[config.mk]
export PLATFORM = sky130hd
export DESIGN_NAME = master_ahb_read
export DESIGN_NICKNAME = d
export VERILOG_FILES = /design/src/rtl/ahb_pkg.sv /design/src/rtl/ahb_rd_fifo.sv /design/src/rtl/master_ahb_read.sv
export SDC_FILE = /design/constraint.sdc
export NUM_CORES = 1
export LEC_CHECK = 0
export CAP_MARGIN = 30
export CORE_MARGIN = 2
export CORE_UTILIZATION = 38
export CTS_CLUSTER_DIAMETER = 30
export DETAILED_ROUTE_END_ITERATION = 8
export GPL_ROUTABILITY_DRIVEN = 0
export MAX_ROUTING_LAYER = met4
export PLACE_DENSITY = 0.64
export SLEW_MARGIN = 20
export SYNTH_ARGS = -nofsm -noshare
export SYNTH_HDL_FRONTEND = slang
export SYNTH_SLANG_ARGS = --single-unit
export TNS_END_PERCENT = 30
[constraint.sdc]
create_clock -name clk_master -period 10.8 [get_ports clk_master]
set_input_delay 1.62 -clock clk_master [delete_from_list [all_inputs] [get_ports clk_master]]
set_output_delay 1.62 -clock clk_master [all_outputs]
set_load 0.02 [all_outputs]
[src/rtl/ahb_pkg.sv]
// ahb_pkg: shared AHB-Lite encodings for the read master.
//   htrans_t / hburst_t : bus transfer and burst encodings
//   HSIZE_WORD          : 32-bit transfer size
//   HRESP_OKAY/ERROR    : slave response codes
//   rd_state_t          : read FSM states
//   ahb_next_addr()     : next beat address for INCR4 / WRAP4
package ahb_pkg;

    typedef enum logic [1:0] {
        HTRANS_IDLE   = 2'b00,
        HTRANS_BUSY   = 2'b01,
        HTRANS_NONSEQ = 2'b10,
        HTRANS_SEQ    = 2'b11
    } htrans_t;

    typedef enum logic [2:0] {
        HBURST_SINGLE = 3'b000,
        HBURST_INCR   = 3'b001,
        HBURST_WRAP4  = 3'b010,
        HBURST_INCR4  = 3'b011
    } hburst_t;

    localparam logic [2:0] HSIZE_WORD  = 3'b010;
    localparam logic       HRESP_OKAY  = 1'b0;
    localparam logic       HRESP_ERROR = 1'b1;

    typedef enum logic [1:0] {
        RD_IDLE,
        RD_ADDR,
        RD_PIPE,
        RD_LAST
    } rd_state_t;

    // WRAP4 keeps bits [31:4] and rolls the word index within the 16-byte block.
    function automatic logic [31:0] ahb_next_addr(input logic [31:0] addr, input logic wrap);
        logic [1:0] idx;
        idx = addr[3:2] + 2'd1;
        return wrap ? {addr[31:4], idx, 2'b00} : addr + 32'd4;
    endfunction

endpackage

[src/rtl/ahb_rd_fifo.sv]
// ahb_rd_fifo: synchronous first-word-fall-through receive FIFO.
//   clk_master, rst_master : clock, async active-high reset
//   push_i / push_data_i   : write one entry (ignored when full)
//   pop_i                  : drop the head entry (ignored when empty)
//   pop_data_o             : head entry, 0 while empty
//   count_o, full_o, empty_o : occupancy status
module ahb_rd_fifo #(
    parameter int FIFO_DEPTH = 16,
    parameter int DATA_W     = 32
) (
    input  logic                        clk_master,
    input  logic                        rst_master,
    input  logic                        push_i,
    input  logic [DATA_W-1:0]           push_data_i,
    input  logic                        pop_i,
    output logic [DATA_W-1:0]           pop_data_o,
    output logic [$clog2(FIFO_DEPTH):0] count_o,
    output logic                        full_o,
    output logic                        empty_o
);
    localparam int AW = $clog2(FIFO_DEPTH);

    logic [DATA_W-1:0] mem_q [FIFO_DEPTH];
    logic [AW-1:0]     wr_ptr_q, rd_ptr_q;
    logic [AW:0]       count_q;
    logic              push_ok_d, pop_ok_d;

    assign empty_o    = (count_q == '0);
    assign full_o     = (count_q == (AW+1)'(FIFO_DEPTH));
    assign count_o    = count_q;
    assign push_ok_d  = push_i && !full_o;
    assign pop_ok_d   = pop_i && !empty_o;
    // Head is gated so an emptied FIFO reads back as zero without clearing storage.
    assign pop_data_o = empty_o ? '0 : mem_q[rd_ptr_q];

    always_ff @(posedge clk_master) begin
        if (push_ok_d) mem_q[wr_ptr_q] <= push_data_i;
    end

    always_ff @(posedge clk_master or posedge rst_master) begin
        if (rst_master) begin
            wr_ptr_q <= '0;
            rd_ptr_q <= '0;
            count_q  <= '0;
        end else begin
            if (push_ok_d) wr_ptr_q <= wr_ptr_q + 1'b1;
            if (pop_ok_d)  rd_ptr_q <= rd_ptr_q + 1'b1;
            case ({push_ok_d, pop_ok_d})
                2'b10:   count_q <= count_q + 1'b1;
                2'b01:   count_q <= count_q - 1'b1;
                default: count_q <= count_q;
            endcase
        end
    end

endmodule

[src/rtl/master_ahb_read.sv]
// master_ahb_read: AHB-Lite read initiator issuing SINGLE / INCR4 / WRAP4
// transfers and capturing HRDATA into a FWFT receive FIFO.
//   clk_master, rst_master          : clock, async active-high reset
//   HREADY, HRESP, HRDATA           : slave response
//   start, addr_top, beat_length,
//   wrap_enb                        : transaction request (accepted in IDLE only)
//   rd_pop, rd_data, fifo_empty/full: consumer side of the receive FIFO
//   HADDR, HWRITE, HSIZE, HBURST,
//   HTRANS                          : registered address-phase outputs
//   busy, done, error               : status; done/error are one-cycle pulses
// Optional macro AHB_RD_WAITCNT_EN adds wait_cnt[15:0], a saturating count of
// data-phase wait states for the current transaction.
module master_ahb_read
    import ahb_pkg::*;
#(
    parameter int FIFO_DEPTH = 16,
    parameter int DATA_W     = 32
) (
    input  logic              clk_master,
    input  logic              rst_master,
    input  logic              HREADY,
    input  logic              HRESP,
    input  logic [DATA_W-1:0] HRDATA,
    input  logic              start,
    input  logic [31:0]       addr_top,
    input  logic [3:0]        beat_length,
    input  logic              wrap_enb,
    input  logic              rd_pop,
    output logic [31:0]       HADDR,
    output logic              HWRITE,
    output logic [2:0]        HSIZE,
    output logic [2:0]        HBURST,
    output logic [1:0]        HTRANS,
    output logic [DATA_W-1:0] rd_data,
    output logic              fifo_empty,
    output logic              fifo_full,
    output logic              busy,
    output logic              done,
`ifdef AHB_RD_WAITCNT_EN
    output logic [15:0]       wait_cnt,
`endif
    output logic              error
);
    localparam int CW = $clog2(FIFO_DEPTH) + 1;

    rd_state_t   state_q;
    htrans_t     htrans_q;
    hburst_t     hburst_q;
    logic [31:0] haddr_q;
    logic [2:0]  addr_cnt_q;   // address phases issued so far, including the current one
    logic        burst_q, wrap_q, busy_q, done_q, error_q;

    logic [CW-1:0] fifo_count;
    logic [CW:0]   need_d;
    logic          accept_d, data_phase_d, push_d, resp_err_d;

    always_comb begin
        // Reserve room for every beat up front so the FIFO can never overflow.
        need_d       = {1'b0, fifo_count} + ((beat_length == 4'd4) ? (CW+1)'(4) : (CW+1)'(1));
        accept_d     = (state_q == RD_IDLE) && start &&
                       ((beat_length == 4'd1) || (beat_length == 4'd4)) &&
                       (need_d <= (CW+1)'(FIFO_DEPTH));
        data_phase_d = (state_q == RD_PIPE) || (state_q == RD_LAST);
        resp_err_d   = data_phase_d && HREADY && (HRESP == HRESP_ERROR);
        push_d       = data_phase_d && HREADY && (HRESP == HRESP_OKAY);
    end

    always_ff @(posedge clk_master or posedge rst_master) begin
        if (rst_master) begin
            state_q    <= RD_IDLE;
            htrans_q   <= HTRANS_IDLE;
            hburst_q   <= HBURST_SINGLE;
            haddr_q    <= '0;
            addr_cnt_q <= '0;
            burst_q    <= 1'b0;
            wrap_q     <= 1'b0;
            busy_q     <= 1'b0;
            done_q     <= 1'b0;
            error_q    <= 1'b0;
        end else begin
            done_q  <= 1'b0;
            error_q <= 1'b0;
            if (resp_err_d) begin
                // Abort: the errored beat is dropped and remaining beats are cancelled.
                state_q  <= RD_IDLE;
                htrans_q <= HTRANS_IDLE;
                hburst_q <= HBURST_SINGLE;
                busy_q   <= 1'b0;
                error_q  <= 1'b1;
            end else begin
                case (state_q)
                    RD_IDLE: if (accept_d) begin
                        state_q    <= RD_ADDR;
                        haddr_q    <= {addr_top[31:2], 2'b00};
                        htrans_q   <= HTRANS_NONSEQ;
                        hburst_q   <= (beat_length == 4'd4) ? (wrap_enb ? HBURST_WRAP4 : HBURST_INCR4)
                                                            : HBURST_SINGLE;
                        burst_q    <= (beat_length == 4'd4);
                        wrap_q     <= wrap_enb;
                        addr_cnt_q <= 3'd1;
                        busy_q     <= 1'b1;
                    end
                    RD_ADDR: if (HREADY) begin
                        if (burst_q) begin
                            state_q    <= RD_PIPE;
                            haddr_q    <= ahb_next_addr(haddr_q, wrap_q);
                            htrans_q   <= HTRANS_SEQ;
                            addr_cnt_q <= addr_cnt_q + 3'd1;
                        end else begin
                            state_q  <= RD_LAST;
                            htrans_q <= HTRANS_IDLE;
                        end
                    end
                    RD_PIPE: if (HREADY) begin
                        if (addr_cnt_q == 3'd4) begin
                            state_q  <= RD_LAST;
                            htrans_q <= HTRANS_IDLE;
                        end else begin
                            haddr_q    <= ahb_next_addr(haddr_q, wrap_q);
                            htrans_q   <= HTRANS_SEQ;
                            addr_cnt_q <= addr_cnt_q + 3'd1;
                        end
                    end
                    RD_LAST: if (HREADY) begin
                        state_q  <= RD_IDLE;
                        hburst_q <= HBURST_SINGLE;
                        busy_q   <= 1'b0;
                        done_q   <= 1'b1;
                    end
                    default: state_q <= RD_IDLE;
                endcase
            end
        end
    end

`ifdef AHB_RD_WAITCNT_EN
    logic [15:0] wait_cnt_q;

    always_ff @(posedge clk_master or posedge rst_master) begin
        if (rst_master)                                                   wait_cnt_q <= '0;
        else if (accept_d)                                                wait_cnt_q <= '0;
        else if (data_phase_d && !HREADY && (wait_cnt_q != 16'hFFFF))     wait_cnt_q <= wait_cnt_q + 16'd1;
    end

    assign wait_cnt = wait_cnt_q;
`endif

    ahb_rd_fifo #(
        .FIFO_DEPTH (FIFO_DEPTH),
        .DATA_W     (DATA_W)
    ) u_fifo (
        .clk_master  (clk_master),
        .rst_master  (rst_master),
        .push_i      (push_d),
        .push_data_i (HRDATA),
        .pop_i       (rd_pop),
        .pop_data_o  (rd_data),
        .count_o     (fifo_count),
        .full_o      (fifo_full),
        .empty_o     (fifo_empty)
    );

    assign HADDR  = haddr_q;
    assign HWRITE = 1'b0;
    assign HSIZE  = HSIZE_WORD;
    assign HBURST = hburst_q;
    assign HTRANS = htrans_q;
    assign busy   = busy_q;
    assign done   = done_q;
    assign error  = error_q;

endmodule
Word-level counts from Yosys, hierarchy flattened
Memories as Yosys holds them, arrays and structs flattened.
Cells that the tools add are included.

word-level totals
  output and inout port bits = 78
  memory bits (writable) = 512
  memories kept = 1
  register bits = 60

cells by class
  equal/unequal tests = 19
  $add $sub $neg = 8
  mux-type cells = 47
  $lt $le $gt $ge = 1
  reductions and logical operators = 23
  bitwise operators = 2

memories
  name          words  width  read ports  clocked after memory_dff  wr ports  line               RTL
  u_fifo.mem_q  16     32     1           0                         1         ahb_rd_fifo.sv:23  logic [DATA_W-1:0] mem_q [FIFO_DEPTH];

operators with widths
  kind                   number
  $mux 32                7
  $pmux 32 s3            1
  $add 32x3->32 const B  1
  $mux 3                 9
  $mux 2                 13
  $ne 3x3->1 const B     4
  $mux 1                 11
  $ne 2x2->1 const B     5
  $pmux 5 s2             1
  $pmux 3 s3             1
  $add 4x1->4 const B    2
  $logic_and 1x1->1      8
  $pmux 2 s4             1
  $reduce_and 7->1       1
  $add 5x3->6            1
  $eq 2x2->1 const B     3
  $le 6x5->1 const B     1
  $pmux 2 s3             1
  $pmux 3 s2             1
  $reduce_and 3->1       2
  $reduce_bool 3->1      2
  $add 5x1->5 const B    1
  $eq 5x5->1 const B     1
  $logic_not 5->1        1
  other kinds (17)       21

Depth between registers and ports, before layout
Gate-level depths: netlist (run 1).

  depth after elaboration = 8
  depth in mapped cells = 14
  depth with buffers taken out = 14

Hierarchy
A second synthesis (run 1) with hierarchy kept.

unflattened totals
  cell total of the unflattened synthesis = 1279
  area total of the unflattened synthesis = 23679.0 um2

by module, submodules not included
  module           cells an instance  times used  area each (um2)  seq. area each (um2)
  ahb_rd_fifo      881                1           20368.3          15700.1
  master_ahb_read  398                1           3310.7           1101.1

Worst setup path after synthesis (run 1)
No wires, ideal clock.

  path kind = input-to-reg
  from = input port HRESP
  to = memory u_fifo.mem_q[3][0] (enable)
  stages = 3
  setup slack = 5.668 ns
  setup time = 0.461 ns
  arrival time = 4.671 ns
  path buffers = 0
  required time = 10.339 ns
  cells stage by stage = nor4b_2 nand2_1 nor3_1

on the way
  cells in the longest elaborated chain, start to end = 5

ends and longest elaborated chain
  element                       line                   RTL
  from (decl)                   master_ahb_read.sv:22  input logic HRESP,
  $not 1->1                     master_ahb_read.sv:65  push_d = data_phase_d && HREADY && (HRESP == HRESP_OKAY);
  $logic_and 1x1->1             master_ahb_read.sv:65
  $logic_and 1x1->1             ahb_rd_fifo.sv:31      assign push_ok_d = push_i && !full_o;
  $mux 1                        ahb_rd_fifo.sv:37      if (push_ok_d) mem_q[wr_ptr_q] <= push_data_i;
  $mux 1 (not written as such)  ahb_rd_fifo.sv:37
  to (decl)                     ahb_rd_fifo.sv:23

No other way between the ends.

Worst setup path in the final report (run 1)
  from = register u_fifo.rd_ptr_q[0]
  to = output port rd_data[11]

on the way
  cells in the longest elaborated chain, start to end = 2

ends and longest elaborated chain
  element                 line                   RTL
  from (decl)             ahb_rd_fifo.sv:24      logic [AW-1:0] wr_ptr_q, rd_ptr_q;
  from (signal assigned)  ahb_rd_fifo.sv:47      if (pop_ok_d) rd_ptr_q <= rd_ptr_q + 1'b1;
  $mem_v2 16x32           --
  $mux 32                 ahb_rd_fifo.sv:34      assign pop_data_o = empty_o ? '0 : mem_q[rd_ptr_q];
  to (decl)               master_ahb_read.sv:34  output logic [DATA_W-1:0] rd_data,

No other way between the ends.

==> metrics.cfg, run 1 <==
[logic_synthesis]
ys.flop_type = edfxtp_1
yosysWarnings = 0
synth_area_sq_um = 23300
ys_types = 74
synth-edff-count = 512
yosysTopAreaCellShare_pct = 65.9
synth_cells = 1202
synthTopCellsByArea = edfxtp_1 66%, mux4_2 15%, dfrtp_1 6.1%
syn_avg_cell_area_sq_um = 19.4
synth.yosys.seq_area_share_pct = 72.1
ys_seq_elements = 569
synth_area_leader_cell = edfxtp_1
async_reset_ff_share_pct = 10.0

[die]
chipHeight_microns = 252
start_util_pct = 38.6
die_w_microns = 252
coreArea_sq_um = 60500
dieArea_sq_um = 63400
io-pin-count = 153
rows = 90

[timing]
drv_slew = 0
setup_violations = 0
tns_ns = 0
slew_headroom_pct = 37.9
worstMarginPinSlew_ns = 0.929
finalCriticalPeriod_ns = 5.99
period_share_pct = 55.5
skew_ns = 0.0648
hold_viol = 0
rsz0062_at_grt = false
whs_ns = 0.499
fmax_mhz = 167

[pwr]
vdd_drop_max_uv = 215
total_leakage_power_nw = 9.79
p_per_area_nw_per_um2 = 298

[status]
status = finished clean

[drt]
wl_per_cell_microns = 23.3
vias = 12565
first_pass_iters = 7
routed_wirelength_mm = 53.6
vias_per_cell = 5.47
drcViolationCount = 0
ant_nets = 0
drt_iter0_markers = 961

[setup_path]
critPathKind = flop to primary output
crit_path_start_kind = flop
critPathMaxFanout = 38
end_kind = primary output
r2r_cells = 8
cp.arrival_ns = 4.37
crit_required_ns = 9.18

[clocking]
post_cts_resized = 0
clkLatencyLatePin_ns = 0.66
post_cts_buffers = 0
cts.clk_slew.worst_paths_ns = 0.05
cts.htree.levels = 3
clk_path_buf_depth = 3
root_buffer = clkbuf_16
clock-sinks = 569
cts_hold_buf = 0
cts_buffers = 107
cts_tree = done

[place]
portBuffers = 143
post_dp_cell_area_sq_um = 25800
place_inst = 2091
dp_hpwl_mm = 28.1

[min_path]
hp-class = flop to flop
holdPathStages = 1

[global_routing]
grt_pass1_vias = 12842
grt_max_degree = 58
track_usage_pct = 17.7
met3_usage_pct = 4.44
grtUsageMet2_pct = 27.0
grt-ovfl-total = 0
global_route.peak_usage_layer = met2
grt_pass1_wl_mm = 80.9
globalRouteMet1Util_pct = 23.6
antenna_found_initial = 4

[final_layout]
area_growth_pct = 26.6
fill_cells = 4885
final_area_sq_um = 29500
nNetsFinal = 1518
layout-drive-gt1-share_pct = 26.8
layoutNonFillerInstCount = 2299

[flow_run]
cap_violations = 0

cell families after synthesis:
group | after synthesis | share of synthesized area [%]
AOI/OAI and AO/OA | 149 | 4.25
other | 2 | 0.0322
xor gates and xnor gates | 12 | 0.451
muxes | 164 | 15.6
adders and majority gates | 22 | 1.21
buffers and inverters | 95 | 1.85
DFF | 569 | 72.1
and+or+nand+nor | 189 | 4.52
registers in the layout, indices dropped and copies added, names as in the netlist:
name / count
u_fifo.wr_ptr_q: 4
HBURST: 2
busy: 1
done: 1
error: 1
addr_cnt_q: 3
burst_q: 1
wrap_q: 1
u_fifo.mem_q: 512
u_fifo.count_o: 5
state_q: 2
HTRANS: 2
u_fifo.rd_ptr_q: 4
HADDR: 30
routing by layer:
metal  vias to the layer above  routed length (microns)
met5                         -                        0
met4                         0                     1090
met3                        93                     4150
met2                       505                    25400
met1                      6542                    23000
li1                       5425                        -
per-stage QoR:
stage	total power (W)	setup slack, ns	util, %
6_report	0.00879	4.81	48.8
2_1_floorplan	0.00460	5.67	-
4_1_cts	0.00888	4.70	48.8
5_1_grt	0.00919	4.54	48.8
3_3_place_gp	0.00549	5.14	42.6
3_5_place_dp	0.00555	5.41	42.7
worst max-delay path: stages, from the launching register on:
cell and delay (ns):
dfrtp_4 0.83, buf_12 0.28, buf_4 0.66, mux4_2 0.61
mux4_2 0.48, nor2b_1 0.19, clkdlybuf4s50_1 0.59
path summary, 6_finish.rpt:
path	start	endpoint	slack, ns
max	u_fifo.rd_ptr_q[0]	rd_data[11]	4.81
min	addr_cnt_q[2]	addr_cnt_q[2]	0.50
max reg2reg	state_q[0]	u_fifo.mem_q[3][31]	7.28
min reg2reg	addr_cnt_q[2]	addr_cnt_q[2]	0.50
max in group asynchronous	rst_master	u_fifo.rd_ptr_q[1]	8.69
min in group asynchronous	rst_master	HADDR[4]	1.55
synth_stat cells, drive strengths merged, types with 4 or more instances:
master   count
buf         34
ha          21
nor2b       35
nand4       10
nand2       45
and2         4
dfrtp       57
xor2         4
nand2b       7
xnor2        8
nand3       10
a31oi       15
a21oi       31
o31ai       13
o22ai       11
a2bb2oi     10
or4          4
o21ai       31
mux4       160
o32ai        4
nor2        35
a211oi       6
clkbuf      36
nor3        19
inv         25
edfxtp     512
area by class of cell:
type	count	area [sq um]	area share, %
timing repair buffer	175	1710	5.80
antenna	4	10.0	0.0339
sequential	569	16800	56.9
inverter	25	93.8	0.318
clock buffer	118	2740	9.28
tap	782	978	3.31
clock inverter	83	943	3.19
multi-input combinational	543	6240	21.1
layout by cell type (no fill, tap or decap), types with 11 or more instances in the layout:
cell and n:
clkinvlp_4 14, bufinv_16 13, nor2_1 20, nand2_1 44, o21ai_0 31, dfrtp_1 53, a21oi_1 30, clkbuf_16 108
edfxtp_1 512, buf_4 27, o22ai_1 11, nor3_1 13, inv_1 24, a31oi_1 15, ha_1 21, clkinv_1 17
clkinv_2 17, clkdlybuf4s50_1 143, nor2_4 14, nor2b_1 35, o31ai_1 13, mux4_2 160
report_power, final:
group | total [W] | internal, W | switching (W)
logic | 0.00270 | 0.00132 | 0.00138
clock network | 0.00330 | 0.00215 | 0.00114
registers | 0.00280 | 0.00255 | 0.000246
(Power assumes the default switching activity.)
==> run 2, diff against run 1 <==
Settings changed: PLACE_DENSITY 0.64 to 0.66.
Clock period 10.8 ns to 5 ns, I/O delays scaled along.
==> run 2 against run 1 <==
Compared with the run above:
- sequential share of layout area rose by 0.082 points
- setup slack worse by 4.2 ns
- clock skew fell by 0.0064 ns
- count of clock-buffer cells in the layout is 5 lower
- combinational power rose by 120%
- non-clock buffer count grew 11
- first-iteration DRC count up 8.1%
- hold slack worse by 0.0034 ns
- cell area fell by 0.14%
- final cell count is essentially flat
- total power is 120% higher
- utilization decreased by 0.070 points
- critical endpoint is now rd_data[2]
- largest power group unchanged
- highest routed layer unchanged
==> metrics.cfg, run 2 (synthesized netlist as in run 1, its figures left out) <==
[setup_path]
r2r_cells = 9
critPathMaxFanout = 52
cp_num_buf_inv = 2
cp.arrival_ns = 3.65
crit_path_start_kind = flop
reg2reg_from = state_q[0]
crit_slowest_cell = dfrtp_4
crit_top_cell = mux4_2
r2r_slack_ns = 1.67
path_delay_family = multiplexers
end_kind = primary output
critPathKind = flop to primary output
r2r_end = HADDR[13]
crit_required_ns = 4.25
critical_path.cell_chain = buf_12 -> mux4_2 -> mux4_2 -> nor2b_1 -> clkdlybuf4s50_1
slowest_delay_ns = 0.72

[timing]
rsz0062_at_grt = false
setup_violations = 0
fmax_mhz = 227
period_share_pct = 88.0
hold_viol = 0
tns_ns = 0
worstMarginPinSlew_ns = 0.964
slew_headroom_pct = 35.7
finalCriticalPeriod_ns = 4.40
drv_slew = 0
skew_ns = 0.0584

[clocking]
cts.htree.levels = 3
cts.clk_slew.worst_paths_ns = 0.05
cts_hold_buf = 0
clock-sinks = 569
clkLatencyLatePin_ns = 0.66
post_cts_resized = 0
post_cts_buffers = 0
cts_buffers = 103
root_buffer = clkbuf_16
cts_tree = done
clk_path_buf_depth = 3

[die]
start_util_pct = 38.6
dieArea_sq_um = 63400
coreArea_sq_um = 60500
io-pin-count = 153
chipHeight_microns = 252
die_w_microns = 252
rows = 90

[final_layout]
layout-drive-gt1-share_pct = 26.9
layoutNonFillerInstCount = 2298
fill_cells = 4858
area_growth_pct = 26.5
layout_common_cells = 512 x edfxtp_1, 160 x mux4_2, 143 x clkdlybuf4s50_1
mostFrequentLayoutCell = edfxtp_1
regMostFlops = u_fifo.mem_q
largest_reg_flops = 512
nNetsFinal = 1525

[global_routing]
grt_pass1_wl_mm = 81.4
grt_max_degree = 53
antenna_found_initial = 3
track_usage_pct = 17.7
grt_pass1_vias = 13110
grt-ovfl-total = 0

[drt]
drcViolationCount = 0
drt_iter0_markers = 1039
ant_nets = 0
first_pass_iters = 7
routed_wirelength_mm = 53.7
highest_layer = met4
met2WireLength_mm = 26.1
m1WireLength_mm = 22.5
wl_per_cell_microns = 23.4
dr_wl_met3_mm = 4.06
vias = 12521
vias_per_cell = 5.45

[min_path]
hp-start = addr_cnt_q[2]
hp-class = flop to flop
holdPathStages = 1
min_to = addr_cnt_q[2]

[pwr]
p_per_area_nw_per_um2 = 642
total_leakage_power_nw = 9.83
vdd_drop_max_uv = 437

[place]
portBuffers = 143
dp_hpwl_mm = 29.5
place_inst = 2104

[flow_run]
cap_violations = 0

[status]
status = finished clean

==> run 2: area by class of cell <==
cell class              count  area, sq um  area share [%]
repair buffers            186         1790            6.07
clock inverters            77          928            3.15
diodes                      3         7.51          0.0255
multi-input cells         543         6220            21.1
inverters                  25         93.8           0.318
flip-flops and latches    569        16800            57.0
well taps                 782          978            3.32
clock buffers             113         2660            9.01
==> run 2: report_power, final <==
part / leakage [nW] / internal, W / switching [W] / total (W)
Clock: 1.74 / 0.00463 / 0.00239 / 0.00702
Combinational: 2.81 / 0.00286 / 0.00295 / 0.00581
Sequential: 5.29 / 0.00551 / 0.000579 / 0.00609
Total: 9.83 / 0.0130 / 0.00592 / 0.0189
==> run 2: worst max-delay path by stage <==
stage                     cells after the start                from                  to  slack, ns
after floorplan                               6          state_q[0]  u_fifo.mem_q[3][0]       0.67
after global placement                       11      beat_length[1]            HADDR[9]       0.87
after detailed placement                     11      beat_length[3]            HADDR[4]       0.77
after CTS                                     5  u_fifo.rd_ptr_q[0]          rd_data[1]       0.49
after global routing                          5  u_fifo.rd_ptr_q[0]          rd_data[1]       0.41
final                                         5  u_fifo.rd_ptr_q[0]          rd_data[2]       0.60
==> run 2: layer usage <==
metal | track usage (%) | vias to the layer above
met5 | - | -
met4 | 5.15 | 0
met3 | 3.89 | 93
met2 | 27.9 | 532
met1 | 23.2 | 6452
li1 | - | 5444
==> run 2: through the flow <==
step           worst slack [ns]  area [sq um]  util [%]  hold WS (ns)  total power [W]
3_3_place_gp              0.873         25900      42.8         0.485           0.0119
3_5_place_dp              0.775         25900      42.8         0.490           0.0120
4_1_cts                   0.495         29500      48.7         0.495           0.0191
6_report                  0.598         29500      48.8         0.496           0.0189
5_1_grt                   0.406         29500      48.8         0.534           0.0197
2_1_floorplan             0.668         23300         -         0.460          0.00993
==> run 3, diff against run 2 <==
Settings changed: ABC_AREA set to 1, CORE_UTILIZATION 38 to 25, PLACE_DENSITY 0.66 to 0.51.
==> run 3 against run 2 <==
Compared with the run above:
- clock skew shrank 0.039 ns
- hold slack got worse by 0.0041 ns
- register-to-register slack is essentially flat
- setup slack got worse by 0.30 ns
- synthesized cell count grew 70%
- sequential power down 3.9%
- critical path depth is 3 higher
- maximum frequency is 6.4% lower
- flip-flop and latch count did not move
- cell area grew 7.2%
- highest routed layer unchanged
- clock power is 24% higher
==> metrics.cfg, run 3 <==
[status]
status = finished clean

[drt]
highest_layer = met4
vias = 16961
routed_wirelength_mm = 69.6
wl_per_cell_microns = 19.2
met2WireLength_mm = 33.7
ant_nets = 0
drt_iter0_markers = 1418
vias_per_cell = 4.69
first_pass_iters = 5
drcViolationCount = 0
m1WireLength_mm = 30.2
dr_wl_met3_mm = 4.07

[logic_synthesis]
yosysWarnings = 0
syn_avg_cell_area_sq_um = 11.8
ys_types = 49
synth_fa_ha_area_share_pct = 1.17
synth_cells = 2042
synth-edff-count = 512
synthMuxAreaShare_pct = 0.0415
synth_most_common_cell = edfxtp_1
synth.yosys.seq_area_share_pct = 69.7
synth_xor_xnor_area_share_pct = 0.327
synthTopCellsByArea = edfxtp_1 64%, o21ai_0 6.3%, dfrtp_1 5.9%
synth_top_family_by_area = simple AND/OR/NAND/NOR gates
synthSimpleGateAreaFrac_pct = 12.7
ys.flop_type = edfxtp_1
yosysTopAreaCellShare_pct = 63.8
async_reset_ff_share_pct = 10.0
synth_area_sq_um = 24100
synthTopCellsByCount = 512 x edfxtp_1, 371 x nor2_1, 303 x o21ai_0
synth_area_leader_cell = edfxtp_1
ys_seq_elements = 569
synth_compound_area_share_pct = 12.2

[die]
dieArea_sq_um = 98900
die_w_microns = 314
coreArea_sq_um = 95300
rows = 113
start_util_pct = 25.3
io-pin-count = 153
chipHeight_microns = 314

[place]
dp_hpwl_mm = 38.5
portBuffers = 143
place_inst = 3373

[global_routing]
track_usage_pct = 14.2
grt-ovfl-total = 0
antenna_found_initial = 4
grt_max_degree = 131
grt_pass1_wl_mm = 104
grt_pass1_vias = 17179

[min_path]
holdPathStages = 2
hp-start = HTRANS[0]
hp-class = flop to flop
min_to = HTRANS[0]

[timing]
tns_ns = 0
slew_headroom_pct = 38.0
whs_ns = 0.492
drv_slew = 0
hold_viol = 0
rsz0062_at_grt = false
skew_ns = 0.0192
setup_violations = 0
finalCriticalPeriod_ns = 4.70
period_share_pct = 94.1
fmax_mhz = 213
worstMarginPinSlew_ns = 0.928

[clocking]
cts_tree = done
clk_path_buf_depth = 3
clkLatencyLatePin_ns = 0.71
cts.clk_slew.worst_paths_ns = 0.04
cts_hold_buf = 0
root_buffer = clkbuf_16
clock-sinks = 569
cts_buffers = 133
cts.htree.levels = 4

[pwr]
swShare_pct = 35.1
p_clk_share_pct = 41.3
p_switching_w = 0.00737
pwr-share-comb_pct = 30.8
vdd_drop_max_uv = 420
seq_power_share_pct = 27.9
p_per_area_nw_per_um2 = 664
total_leakage_power_nw = 10.8
internal_power_w = 0.0136

[setup_path]
critPathKind = flop to primary output
crit_slowest_cell = dfrtp_4
crit_top_cell = nor2_1
crit_path_start_kind = flop
cp_num_buf_inv = 2
r2r_slack_ns = 1.67
critical_path.cell_chain = buf_4 -> o21ai_0 -> o22ai_1 -> nor2_1 -> nor2_1 -> o21ai_1 -> a21oi_1 -> clkdlybuf4s50_1
end_kind = primary output
path_delay_family = buffers and inverters
crit_required_ns = 4.25
critPathMaxFanout = 47
r2r_end = u_fifo.count_o[4]
r2r_cells = 13
reg2reg_from = u_fifo.count_o[3]
cp.arrival_ns = 3.95
slowest_delay_ns = 0.80

[final_layout]
layout-drive-gt1-share_pct = 12.6
nNetsFinal = 2342
largest_reg_flops = 512
layout_common_cells = 512 x edfxtp_1, 355 x nor2_1, 303 x o21ai_0
layoutNonFillerInstCount = 3617
mostFrequentLayoutCell = edfxtp_1
fill_cells = 9425
area_growth_pct = 31.2
regMostFlops = u_fifo.mem_q

[flow_run]
cap_violations = 0

## run 3: cell types whose count changed after synthesis, sizes merged, moves of 48 or more
cell / change
o21ai: +281
nand3: +66
o221ai: +104
mux4: -160
nand2: +221
nor2: +344
inv: +48
## run 3: area by class of cell
cell class / instances / area, sq um / area share, %
clock buffer: 159 / 3510 / 11.1
antenna: 1 / 2.50 / 0.00792
tap: 1265 / 1580 / 5.01
timing repair buffer: 188 / 1830 / 5.80
multi-input combinational: 1280 / 6520 / 20.6
clock inverter: 82 / 1070 / 3.38
inverter: 73 / 280 / 0.887
sequential: 569 / 16800 / 53.2
## run 3: power groups by stage
stage | Clock, W | Sequential (W) | Combinational, W
final | 0.00867 | 0.00585 | 0.00646
after global routing | 0.00906 | 0.00588 | 0.00713
after CTS | 0.00881 | 0.00588 | 0.00646
after detailed placement | 0 | 0.00596 | 0.00642
after global placement | 0 | 0.00594 | 0.00625
after floorplan | 0 | 0.00591 | 0.00398
## run 3: worst max-delay path by stage
stage | startpoint | to | slack, ns | cells past startpoint
5_1_grt | u_fifo.rd_ptr_q[0] | rd_data[20] | 0.01 | 8
6_report | u_fifo.rd_ptr_q[0] | rd_data[20] | 0.30 | 8
2_1_floorplan | state_q[0] | u_fifo.mem_q[0][0] | 1.86 | 8
4_1_cts | u_fifo.rd_ptr_q[0] | rd_data[25] | 0.04 | 7
3_5_place_dp | u_fifo.rd_ptr_q[0] | rd_data[25] | 0.81 | 7
3_3_place_gp | u_fifo.rd_ptr_q[0] | rd_data[20] | 0.85 | 8
## run 3: worst reg2reg max path, stage by stage (launching register included)
cell     delay (ns)
dfrtp_1        0.43
inv_1          0.12
nand4_1        0.22
nor2_4         0.72
inv_1          0.12
nand2_1        0.18
inv_1          0.14
ha_1           0.30
ha_1           0.34
a21o_1         0.18
o21ai_0        0.15
nand2_1        0.06
nor2_1         0.11
xor2_1         0.16
## run 3: kinds of logic (layout without fill, tap and decap cells)
| logic type | Yosys count | in the layout |
|---|---|---|
| flops | 569 | 569 |
| compound gates | 497 | 497 |
| simple gates | 744 | 744 |
| buf+inv | 198 | 502 |
| fa+ha+maj | 22 | 22 |
| xor+xnor | 9 | 9 |
| mux | 1 | 1 |
| other cells | 2 | 8 |
## run 3: metal layers
metal	track usage (%)	up-vias
li1	-	7861
met1	17.7	8449
met2	22.8	521
met3	2.98	130
met4	5.26	0
met5	-	-
## run 3: what timing repair did
action                     in CTS  in global routing
setup endpoints to repair       0                 11
resized for setup               0                  0
buffers inserted                0                  1
## run 3: per-stage QoR
stage | total power (W) | setup slack (ns) | utilization, % | instance area [sq um]
after global routing | 0.0221 | 0.0119 | 33.2 | 31600
after CTS | 0.0211 | 0.0432 | 33.1 | 31600
final | 0.0210 | 0.295 | 33.2 | 31600
after floorplan | 0.00989 | 1.86 | - | 24100
after detailed placement | 0.0124 | 0.814 | 28.3 | 27000
after global placement | 0.0122 | 0.849 | 28.3 | 27000
